[config.mk]
export PLATFORM = sky130hd
export DESIGN_NAME = rvfi_check_sequencer
export DESIGN_NICKNAME = d
export VERILOG_FILES = /design/src/rtl/rvfi_seq_pkg.sv /design/src/rtl/rvfi_order_match.sv /design/src/rtl/rvfi_check_sequencer.sv
export SDC_FILE = /design/constraint.sdc
export NUM_CORES = 1
export LEC_CHECK = 0
export ABC_AREA = 1
export BUFFER_PORTS_ARGS = -buffer_cell sky130_fd_sc_hd__buf_2
export CELL_PAD_IN_SITES_DETAIL_PLACEMENT = 0
export CELL_PAD_IN_SITES_GLOBAL_PLACEMENT = 2
export CORE_UTILIZATION = 18
export DETAILED_ROUTE_END_ITERATION = 8
export HOLD_SLACK_MARGIN = 0.12
export PLACE_DENSITY_LB_ADDON = 0.05
export SLEW_MARGIN = 20
export SYNTH_ARGS = -nofsm -noshare
export SYNTH_HDL_FRONTEND = slang
export SYNTH_SLANG_ARGS = --single-unit
[constraint.sdc]
create_clock -name clock -period 1.6 [get_ports clock]
set_input_delay 0.32 -clock clock [delete_from_list [all_inputs] [get_ports clock]]
set_output_delay 0.32 -clock clock [all_outputs]
set_load 0.05 [all_outputs]
[src/rtl/rvfi_seq_pkg.sv]
// Shared types and helpers for the RVFI check sequencer.
package rvfi_seq_pkg;

  localparam int ORDER_W  = 64;
  // Widest retire bus the popcount helper handles; callers zero-extend.
  localparam int MAX_NRET = 64;

  typedef enum logic [2:0] {
    RST,
    MONITOR,
    DONE,
    MISSED,
    TIMEOUT
  } seq_state_t;

  // Number of set bits in a (zero-extended) per-channel vector.
  function automatic int unsigned popcount_nret(input logic [MAX_NRET-1:0] v);
    int unsigned cnt;
    cnt = 0;
    for (int unsigned i = 0; i < MAX_NRET; i++) begin
      cnt = cnt + {31'b0, v[i]};
    end
    return cnt;
  endfunction

endpackage

[src/rtl/rvfi_order_match.sv]
// Per-channel order compare against the target, lowest-channel priority
// encode, and a flag for more than one channel matching in the same beat.
module rvfi_order_match
  import rvfi_seq_pkg::*;
#(
  parameter int NRET = 1,
  parameter int CH_W = 1
) (
  input  logic [NRET-1:0]         i_valid,
  input  logic [ORDER_W*NRET-1:0] i_order,
  input  logic [ORDER_W-1:0]      i_target,
  output logic                    o_hit,
  output logic [CH_W-1:0]         o_ch,
  output logic                    o_multi
);

  logic [NRET-1:0] w_hit_vec;
  logic            w_found;

  // Full-width unsigned compare of every valid channel against the target.
  always_comb begin
    w_hit_vec = '0;
    for (int unsigned i = 0; i < NRET; i++) begin
      w_hit_vec[i] = i_valid[i] && (i_order[i*ORDER_W +: ORDER_W] == i_target);
    end
  end

  // Lowest matching channel wins.
  always_comb begin
    o_ch    = '0;
    w_found = 1'b0;
    for (int unsigned i = 0; i < NRET; i++) begin
      if (w_hit_vec[i] && !w_found) begin
        o_ch    = CH_W'(i);
        w_found = 1'b1;
      end
    end
  end

  assign o_hit   = |w_hit_vec;
  assign o_multi = popcount_nret(MAX_NRET'(w_hit_vec)) > 1;

endmodule

[src/rtl/rvfi_check_sequencer.sv]
// Sequences one formal consistency checker against the RVFI stream: holds the
// checker in reset for a fixed window, then pulses check in the exact beat the
// target instruction retires, bounding the run and flagging error outcomes.
module rvfi_check_sequencer
  import rvfi_seq_pkg::*;
#(
  parameter int NRET         = 1,
  parameter int RESET_CYCLES = 1,
  parameter int MIN_CYCLES   = 0,
  parameter int MAX_CYCLES   = 20,
  localparam int CH_W        = (NRET > 1) ? $clog2(NRET) : 1
) (
  input  logic                    clock,
  input  logic                    resetn,
  input  logic [NRET-1:0]         rvfi_valid,
  input  logic [ORDER_W*NRET-1:0] rvfi_order,
  input  logic [ORDER_W-1:0]      target_order,
  output logic                    checker_reset,
  output logic                    check,
  output logic [CH_W-1:0]         check_channel,
  output logic                    done,
  output logic                    missed,
  output logic                    timeout,
  output logic                    dup_err,
  output logic [15:0]             retire_count
);

  localparam int CNT_W = $clog2(MAX_CYCLES + 1);
  localparam int RST_W = (RESET_CYCLES > 1) ? $clog2(RESET_CYCLES) : 1;
  localparam int PC_W  = $clog2(NRET + 1);

  localparam logic [CNT_W-1:0] MAX_C    = CNT_W'(MAX_CYCLES);
  localparam logic [CNT_W-1:0] LAST_C   = CNT_W'(MAX_CYCLES - 1);
  localparam logic [RST_W-1:0] RST_LAST = RST_W'(RESET_CYCLES - 1);

  seq_state_t       r_state;
  logic [RST_W-1:0] r_rst_cnt;
  logic [CNT_W-1:0] r_cycle_cnt;
  logic [15:0]      r_retire_count;
  logic             r_checker_reset;
  logic             r_done;
  logic             r_missed;
  logic             r_timeout;
  logic             r_dup_err;

  logic             w_hit;
  logic [CH_W-1:0]  w_ch;
  logic             w_multi;
  logic             w_early;
  logic             w_check;
  logic [PC_W-1:0]  w_valid_cnt;
  logic [16:0]      w_rc_sum;
  logic [15:0]      w_rc_next;

  rvfi_order_match #(
    .NRET (NRET),
    .CH_W (CH_W)
  ) u_match (
    .i_valid  (rvfi_valid),
    .i_order  (rvfi_order),
    .i_target (target_order),
    .o_hit    (w_hit),
    .o_ch     (w_ch),
    .o_multi  (w_multi)
  );

  // With no minimum every monitor cycle is acceptable; avoids a constant compare.
  generate
    if (MIN_CYCLES == 0) begin : g_nomin
      assign w_early = 1'b0;
    end else begin : g_min
      assign w_early = (r_cycle_cnt < CNT_W'(MIN_CYCLES));
    end
  endgenerate

  assign w_check     = (r_state == MONITOR) && w_hit && !w_early;
  assign w_valid_cnt = PC_W'(popcount_nret(MAX_NRET'(rvfi_valid)));
  assign w_rc_sum    = {1'b0, r_retire_count} + 17'(w_valid_cnt);
  assign w_rc_next   = w_rc_sum[16] ? 16'hFFFF : w_rc_sum[15:0];

  // Sequencer FSM with its counters and sticky outcome flags.
  always_ff @(posedge clock or negedge resetn) begin
    if (!resetn) begin
      r_state         <= RST;
      r_rst_cnt       <= '0;
      r_cycle_cnt     <= '0;
      r_retire_count  <= '0;
      r_checker_reset <= 1'b1;
      r_done          <= 1'b0;
      r_missed        <= 1'b0;
      r_timeout       <= 1'b0;
      r_dup_err       <= 1'b0;
    end else begin
      case (r_state)
        RST: begin
          if (r_rst_cnt == RST_LAST) begin
            r_state         <= MONITOR;
            r_checker_reset <= 1'b0;
          end else begin
            r_rst_cnt <= r_rst_cnt + 1'b1;
          end
        end
        MONITOR: begin
          if (r_cycle_cnt != MAX_C) r_cycle_cnt <= r_cycle_cnt + 1'b1;
          r_retire_count <= w_rc_next;
          if (w_multi) r_dup_err <= 1'b1;
          if (w_hit && w_early) begin
            r_state  <= MISSED;
            r_missed <= 1'b1;
          end else if (w_hit) begin
            r_state <= DONE;
            r_done  <= 1'b1;
          end else if (r_cycle_cnt == LAST_C) begin
            r_state   <= TIMEOUT;
            r_timeout <= 1'b1;
          end
        end
        DONE, MISSED, TIMEOUT: ;
        default: r_state <= RST;
      endcase
    end
  end

  assign checker_reset = r_checker_reset;
  assign check         = w_check;
  assign check_channel = w_check ? w_ch : '0;
  assign done          = r_done;
  assign missed        = r_missed;
  assign timeout       = r_timeout;
  assign dup_err       = r_dup_err;
  assign retire_count  = r_retire_count;

endmodule
# Word-level counts from Yosys, hierarchy flattened
# Cells that the tools add are included.
# word_totals
out_inout_bits,23
wordCells,40
register_bits,29
# classes
n_eq_ne,9
reduce_logical,10
add_sub_neg,3
n_bitwise,3
magnitude_cmp,1
mux,6
# op_table
cell,n
== test 64 bit,1
adder 16 x 1 -> 17 bit,1
two-way mux 16 bit,1
two-way mux 3 bit,3
case mux 3 bit (3 select lines),1
AND reduction 2 bit,4
"== test 3 x 2 -> 1 bit, second input constant",2
AND reduction 3 bit,2
"adder 5 x 1 -> 5 bit, second input constant",1
"== test 5 bit, second input constant",1
"inequality test 5 bit, second input constant",1
"== test 3 x 1 -> 1 bit, second input constant",1
"== test 3 bit, second input constant",1
zero test 3 bit,1
"inequality test 3 x 2 -> 1 bit, second input constant",1
NOT 1 bit,3
OR reduction 3 bit,1
logical AND 1 bit,2
"inequality test 2 bit, second input constant",1
"adder 1 bit, second input constant",1
"greater-than comparator 1 bit, second input constant",1
two-way mux 1 bit,1

# Depth between registers and ports, before layout
# Gate-level depths: netlist (run 1).
# logic_depth
word_depth,4
depth_mapped,13
depth_no_buf,13

# Cells and area by module
# Synthesis (run 1) repeated with hierarchy kept, for this count alone.
# unflattened
cells_unflattened,460
area_unflattened_um2,2670.1
# modules_own_cells
module,cells_per_inst,seq_area_each_um2,n_inst,area_per_inst_um2
rvfi_check_sequencer,186,701.9,1,1530.2
rvfi_order_match,274,0.0,1,1139.8

# Worst setup path before layout (run 1)
# No wires, ideal clock.
# synth_path
path_type,flip-flop to flip-flop
start,register r_retire_count[0] (netlist: retire_count[0])
end,register r_retire_count[14] (netlist: retire_count[14])
t_arrival_ps,1956
stages_incl_launch_ff,11
setup_time_ps,119
t_required_ps,1481
path_slack_ps,-475
synth_period_minus_slack_ps,2075
cell_sequence,dfrtp_1 -> ha_1 -> ha_1 -> inv_1 -> nor3_4 -> nand4_2 -> nor2_4 -> nand2_4 -> nor2_4 -> nand3_1 -> o21a_1
# synth_via
elab_chain_len,2
# synth_rtl
item,line_no,source
"start, declared",rvfi_check_sequencer.sv:39,logic [15:0] r_retire_count;
"start signal, assigned",rvfi_check_sequencer.sv:105,r_retire_count <= w_rc_next;
adder 16 x 1 -> 17 bit,rvfi_check_sequencer.sv:78,"assign w_rc_sum = {1'b0, r_retire_count} + 17'(w_valid_cnt);"
two-way mux 16 bit,rvfi_check_sequencer.sv:79,assign w_rc_next = w_rc_sum[16] ? 16'hFFFF : w_rc_sum[15:0];
# No other way between the ends.
# A chain may end at the register's enable or synchronous reset.

# Final worst setup path (run 1)
# layout_path
start,input rvfi_order[41]
end,output check
# layout_via
elab_chain_len,3
# layout_rtl
item,line_no,source
"start, declared",rvfi_check_sequencer.sv:16,"input logic [ORDER_W*NRET-1:0] rvfi_order,"
== test 64 bit,rvfi_order_match.sv:24,w_hit_vec[i] = i_valid[i] && (i_order[i*ORDER_W +: ORDER_W] == i_target);
logical AND 1 bit,rvfi_order_match.sv:24,
logical AND 1 bit,rvfi_check_sequencer.sv:76,assign w_check = (r_state == MONITOR) && w_hit && !w_early;
"end, declared",rvfi_check_sequencer.sv:19,"output logic check,"
# No other way between the ends.

==> results of run 1 <==
==> through the flow <==
step / setup TNS [ns] / util, % / instance area, µm²
2_1_floorplan: -1.59 / - / 2590
3_3_place_gp: -2.67 / 27.1 / 3770
3_5_place_dp: -2.67 / 27.1 / 3770
4_1_cts: -0.507 / 28.4 / 3950
5_1_grt: -1.99 / 30.2 / 4200
6_report: -0.517 / 30.2 / 4200
==> cells by family after synthesis <==
logic type / count (synthesis)
compound gates: 34
xor+xnor: 21
fa+ha+maj: 4
buf+inv: 101
flops: 27
other cells: 1
simple gates: 252
==> per-layer routing <==
metal | part of all wire, % | track usage [%] | wire, µm
met5 | 0 | 0 | 0
met2 | 46 | 20.0 | 3820
met4 | 0.30 | 0.926 | 25
met1 | 46 | 14.4 | 3810
met3 | 7.2 | 2.77 | 595
==> area by class of cell <==
class                           instances  area [µm²]
Sequential cell                        27         682
Clock buffer                            3        75.1
Inverter                               98         370
Multi-Input combinational cell        314        1700
Fill cell                            1605        9680
Tap cell                              180         225
Timing Repair Buffer                  191        1140
Clock inverter                          1        7.51
==> sequential cells by signal, indices dropped and copies added (netlist names) <==
signal and cells:
r_state 3, checker_reset 1, r_cycle_cnt 5, done 1
timeout 1, retire_count 16
==> power breakdown <==
part / total (µW) / switching, µW / internal (µW)
Sequential: 852 / 92.3 / 760
Combinational: 1090 / 633 / 462
Clock: 588 / 248 / 340
==> repair_timing <==
item	CTS	global route
gates resized for setup	22	58
setup buffers	2	8
pin swaps	13	29
setup endpoints to repair	9	20
cloned	0	0
hold buffers	1	0
endpoints found under the hold margin	13	0
==> final timing paths <==
path                                                end                        start
max                                               check               rvfi_order[41]
min                                 timeout$_DFFE_PN0P_          timeout$_DFFE_PN0P_
max reg2reg                retire_count[14]$_DFFE_PN0P_  retire_count[0]$_DFFE_PN0P_
min reg2reg                         timeout$_DFFE_PN0P_          timeout$_DFFE_PN0P_
max in group asynchronous   retire_count[3]$_DFFE_PN0P_                       resetn
min in group asynchronous   retire_count[9]$_DFFE_PN0P_                       resetn
==> critical path, delay by kind of cell <==
| family | cells | cell delay (ns) |
|---|---|---|
| AND/OR/NAND/NOR | 8 | 0.65 |
| buffers and inverters | 5 | 0.46 |
==> synth_stat cells, types with 4 or more instances <==
| cell type | number |
|---|---|
| dfrtp_1 | 26 |
| ha_1 | 4 |
| inv_1 | 97 |
| nand2_1 | 161 |
| nand3_1 | 14 |
| nor2_1 | 56 |
| o21ai_0 | 23 |
| xnor2_1 | 13 |
| xor2_1 | 8 |
==> metrics, run 1 <==
asr flop ratio synth=100%; maximum vdd drop=around 0.00049 V; top_reg_cell synth=dfrtp_1; Area contributors post-synth=dfrtp_1 25%, nand2_1 24%, inv_1 14%; # DRC=0; port bufs=150; largest stage delay on the critical path=~0.14 ns; Critical Path Start Type=input pin; EDFF count, synth=0; Worst Hold Slack=between 0.4 and 0.5 ns; data required time at the worst endpoint=1.28 ns; largest family of logic cells by synthesized area=simple AND/OR/NAND/NOR gates; Layout Cells excl Fill=814; vias in the first global route=roughly 2.9k; Final Max Slew Viols=0; leakage power total=0.00253 µW; Layout area overhead=64.5%; post-synth top area share=25.5%; ant diodes=0; slowest cell on the critical path=buf_8; DRT Wirelength=around 8300 µm; core area=roughly 14000 µm²; fmax=between 0.5 and 0.6 GHz; vias per cell=3.70; crit-path cells=buf_2 -> buf_4 -> inv_1 -> nand2_1 -> nand2_1 -> nor2_1 -> nand2_1 -> nor2_1 -> nand2_1 -> nor2_2 -> nand4_1 -> inv_2 -> buf_8; Routed WL per cell=between 10 and 15 µm; critical path arrival=roughly 1.5 ns; Die H=around 120 µm; most common cell after layout, fill and taps aside=nand2_1; gpl congestion=about 0.73; Synth cell types=33; worst hold path depth=2; final setup margin=-0.175 ns; fin nets=770; cell count after placement=~800; first-pass GRT wire length=around 13000 µm; Mapped Cells=440; gr ovfl total=0; via count=between 3k and 4k; area leader, netlist=dfrtp_1; Final Setup Violations=6; largest net degree at the start of global routing=17; initial antenna violation count=0; MaxCap Viol Count=0; FF+latch count, synth=27; Clock Tree Root=clkbuf_16; GRT Total Usage=11.3%; post-synthesis adder-cell area fraction=1.96%; crit end category=output pin; failing checks=negative setup slack; cells on worst reg2reg path=10; dpl hpwl=a little over 7000 µm; Tmin final=roughly 1.8 ns; Final Hold Fails=0; Clock Latency Late Sink=about 0.26 ns; num ports=154; Reg clk slew, reported paths=~0.070 ns; post-synthesis simple-gate area fraction=41.5%; share of layout cells above drive strength 1=41.5%; Post-Syn Area=between 2000 and 3000 µm²; Final Skew=0.00297 ns; WS Path Type=in2out; Compound-Gate Fraction of Synth Area=roughly 7.4%; flop2flop setup slack=-0.13 ns; die area=about 15000 µm²; outcome=finished, violations left; Clock Sinks=27; row count=43; htree depth=1; Die W=121 µm; CTS Buffer Depth=2; Initial Utilization=18.4%; most used cell, CP=nand2_1; First-pass DRT Iterations=4; worst hold path class=reg2reg; Final ANT Viol Nets=0; pre-CTS WS=-0.498 ns; RSZ-0062 raised after global routing=yes; mux cell area share after synthesis=0%; drt initial violations=82; Syn Area/Cell=approximately 5.8 µm²; Final Cycle Share=111%; total chip power=about 2500 µW; highest-count cells in the layout ignoring fill and taps=152 x nand2_1, 144 x buf_2, 88 x inv_1; sequential area share after synthesis=roughly a quarter; CTS tree=built; yosys warns=0; Cell Pwr Density=between 600 and 700 nW/µm²; Synth Area in XOR/XNOR=around 7%; total CTS buffers=3; Max FO, Critical Path=2
Power figures use the tool's default switching activity.
==> inputs of run 2 (changes only) <==
Settings changed: CORE_UTILIZATION 18 to 19, SYNTH_HIERARCHICAL set to 1.
==> run 2 against run 1 <==
The run still ends with negative setup slack left; synthesized cell count increased by 4.5%; utilization decreased by 0.35 points; maximum frequency decreased by 3.9%; clock skew increased by 0.00096 ns; first-iteration DRC count increased by 17%; critical endpoint unchanged.
==> metrics, run 2 <==
outcome=finished, violations left (unchanged); failing checks=negative setup slack (unchanged); Synth cell types=31 (was 33); Tmin final=1.85 ns (was 1.77 ns); Final Max Slew Viols=0 (unchanged); MaxCap Viol Count=0 (unchanged); Max FO, Critical Path=3 (was 2); fin nets=765 (was 770); Final Skew=0.00393 ns (was 0.00297 ns); row count=42 (was 43); FF+latch count, synth=28 (was 27); combinational share of power=38.4% (was 43.2%); crit end category=output pin (unchanged); cell with the most instances after synthesis=nand2_1 (unchanged); die area=14500 µm² (was 14700 µm²); Clock Sinks=28 (was 27); post-synthesis adder-cell area fraction=1.87% (was 1.96%); Cell Pwr Density=658 nW/µm² (was 604 nW/µm²); fmax=0.542 GHz (was 0.564 GHz); Routed WL per cell=10.8 µm (was 10.1 µm); clock share of power=28.5% (was 23.2%); Post-Syn Area=2670 µm² (was 2550 µm²); part of the power in registers=33.0% (was 33.6%); sequential area share after synthesis=26.3% (was 26.5%); Layout area overhead=50.6% (was 64.5%); cell internal pwr=1670 µW (was 1560 µW); dpl hpwl=7720 µm (was 7220 µm); drt initial violations=96 (was 82); Worst Hold Slack=0.449 ns (was 0.456 ns); Post-synth top cells=167 x nand2_1, 94 x inv_1, 57 x nor2_1 (was 161 x nand2_1, 97 x inv_1, 56 x nor2_1); Initial Utilization=19.8% (was 18.4%); most common cell after layout, fill and taps aside=nand2_1 (unchanged); worst hold path class=in2async (was reg2reg); htree depth=1 (unchanged); max reg flops=16 (unchanged); final setup margin=-0.246 ns (was -0.175 ns); CP startpoint=rvfi_order[56] (was rvfi_order[41]); DRT Wirelength=8690 µm (was 8260 µm); slew margin rel.=40.4%; critical path arrival=1.53 ns (was 1.45 ns); CTS tree=built (unchanged); maximum vdd drop=0.000532 V (was 0.000487 V); Final Cycle Share=115% (was 111%); beginning of the worst register-to-register path=retire_count[0]$_DFFE_PN0N_ (was retire_count[0]$_DFFE_PN0P_); largest net degree at the start of global routing=17 (unchanged); Compound-Gate Fraction of Synth Area=7.92% (was 7.35%); First-pass DRT Iterations=4 (unchanged); data required time at the worst endpoint=1.28 ns (about the same); Final ANT Viol Nets=0 (unchanged); largest family of logic cells by synthesized area=simple AND/OR/NAND/NOR gates (unchanged); first-pass GRT wire length=14000 µm (was 13200 µm); WS Path Type=in2out (unchanged); Final Hold Fails=0 (unchanged); GRT Total Usage=12.2% (was 11.3%); asr flop ratio synth=100% (unchanged); via count=3119 (was 3009); dpl cell area=3730 µm² (was 3770 µm²); core area=13500 µm² (was 13900 µm²); top_reg_cell synth=dfrtp_1 (unchanged); Reg clk slew, reported paths=0.07 ns (about the same); vias per cell=3.87 (was 3.70); setup_tns=-0.246 ns (was -0.517 ns); share of layout cells above drive strength 1=35.8% (was 41.5%); # DRC=0 (unchanged); Area contributors post-synth=dfrtp_1 25%, nand2_1 23%, inv_1 13% (was dfrtp_1 25%, nand2_1 24%, inv_1 14%); post-synthesis simple-gate area fraction=43.0% (was 41.5%); port bufs=151 (was 150); fin util=29.9% (was 30.2%); yosys warns=6 (was 0); gpl congestion=0.738 (was 0.728); Reg area=703 µm² (was 682 µm²); highest-count cells in the layout ignoring fill and taps=154 x nand2_1, 136 x buf_2, 85 x inv_1 (was 152 x nand2_1, 144 x buf_2, 88 x inv_1); RSZ-0062 raised after global routing=yes (unchanged); cell count after placement=800 (was 799); post-route design area=4020 µm² (was 4200 µm²); layout filler cell count=1599 (was 1605); Sw Pwr=977 µW (was 973 µW); num ports=154 (unchanged); Die W=121 µm (about the same); area leader, netlist=dfrtp_1 (unchanged); mux cell area share after synthesis=0% (unchanged); Syn Area/Cell=5.80 µm² (about the same); Die H=121 µm (about the same); initial antenna violation count=2 (was 0); gr ovfl total=0 (unchanged); total CTS buffers=3 (unchanged); post-CTS setup buffers=0 (was 2); Final Setup Violations=1 (was 6); leakage power total=0.00232 µW (was 0.00253 µW); Layout Cells excl Fill=806 (was 814); CTS Buffer Depth=2 (unchanged); Clock Latency Late Sink=0.26 ns (about the same); vias in the first global route=3070 (was 2895); Switching Fraction=37.0% (was 38.4%); EDFF count, synth=0 (unchanged); Synth Area in XOR/XNOR=5.58% (was 7.21%); post-synth top area share=25.3% (was 25.5%); Multi-input gate area=1640 µm² (was 1700 µm²); Clock Tree Root=clkbuf_16 (unchanged); Critical Path Start Type=input pin (unchanged); Mapped Cells=460 (was 440); worst slew pin tran=between 0.8 and 0.9 ns
## run 2: changes by cell type after synthesis, moves of 3 or more
cell	change
inv_1	-3
nand2_1	+6
nand3_1	+6
nand3_2	+4
o22ai_1	+5
## run 2: cells by family after synthesis
kind of cell / Yosys count
simple gates: 271
buf+inv: 100
compound gates: 38
flops: 28
xor+xnor: 17
fa+ha+maj: 4
other cells: 2
## run 2: worst paths after layout
path,slack [ns],end,cells past startpoint
min in group clock,0.47,dup_err$_DFFE_PN0P_,1
worst max register to register,0.17,retire_count[13]$_DFFE_PN0N_,7
max in group asynchronous,0.65,checker_reset$_DFFE_PN1P_,3
worst max-delay path,-0.25,check,14
worst min-delay path,0.45,retire_count[12]$_DFFE_PN0N_,2
worst min register to register,0.47,dup_err$_DFFE_PN0P_,1
## run 2: critical path: stages
cell     delay (ns)
buf_2          0.09
inv_1          0.03
nand2_1        0.04
nand2_1        0.05
nor2_1         0.09
nand2_1        0.06
nor2_1         0.12
nand2_2        0.10
nor2_4         0.12
nand2_2        0.06
nor2_4         0.10
inv_2          0.06
nor2_4         0.10
buf_6          0.17
## run 2: layer usage
layer  vias to the layer above  GRT usage (%)  part of all wire (%)  routed length (µm)
li1                       1709              -                     -                   -
met1                      1306           14.7                    44                3820
met2                        92           22.6                    50                4310
met3                        10           2.12                   4.8                 415
met4                         2           1.93                   1.5                 130
met5                         -              0                  0.15                  13
## run 2: what timing repair did
item                       CTS  global route
pin swaps                   11            36
setup endpoints to repair    1             5
hold endpoints to repair     8             0
hold buffers                 1             0
resized for setup           12            41
## run 2: cell type report
type                            count  share of cell area (%)
Timing Repair Buffer              169                    24.6
Multi-Input combinational cell    333                    40.8
Clock inverter                      1                   0.747
Antenna cell                        1                  0.0622
Clock buffer                        3                    1.87
Sequential cell                    28                    17.5
Tap cell                          176                    5.48
Inverter                           95                    8.93
## run 2: power by group through the flow
stage / Sequential, µW / Clock, µW / Combinational [µW]
finish: 874 / 754 / 1020
global route: 890 / 809 / 1140
CTS: 879 / 790 / 1000
detailed placement: 893 / 0 / 992
global placement: 892 / 0 / 990
floorplan: 1140 / 0 / 337
## run 2: through the flow
stage	worst slack [ns]	power, µW
after floorplan	0.0154	1470
after global placement	-0.446	1880
after detailed placement	-0.454	1880
after CTS	-0.301	2670
after global routing	-0.407	2840
final	-0.246	2640
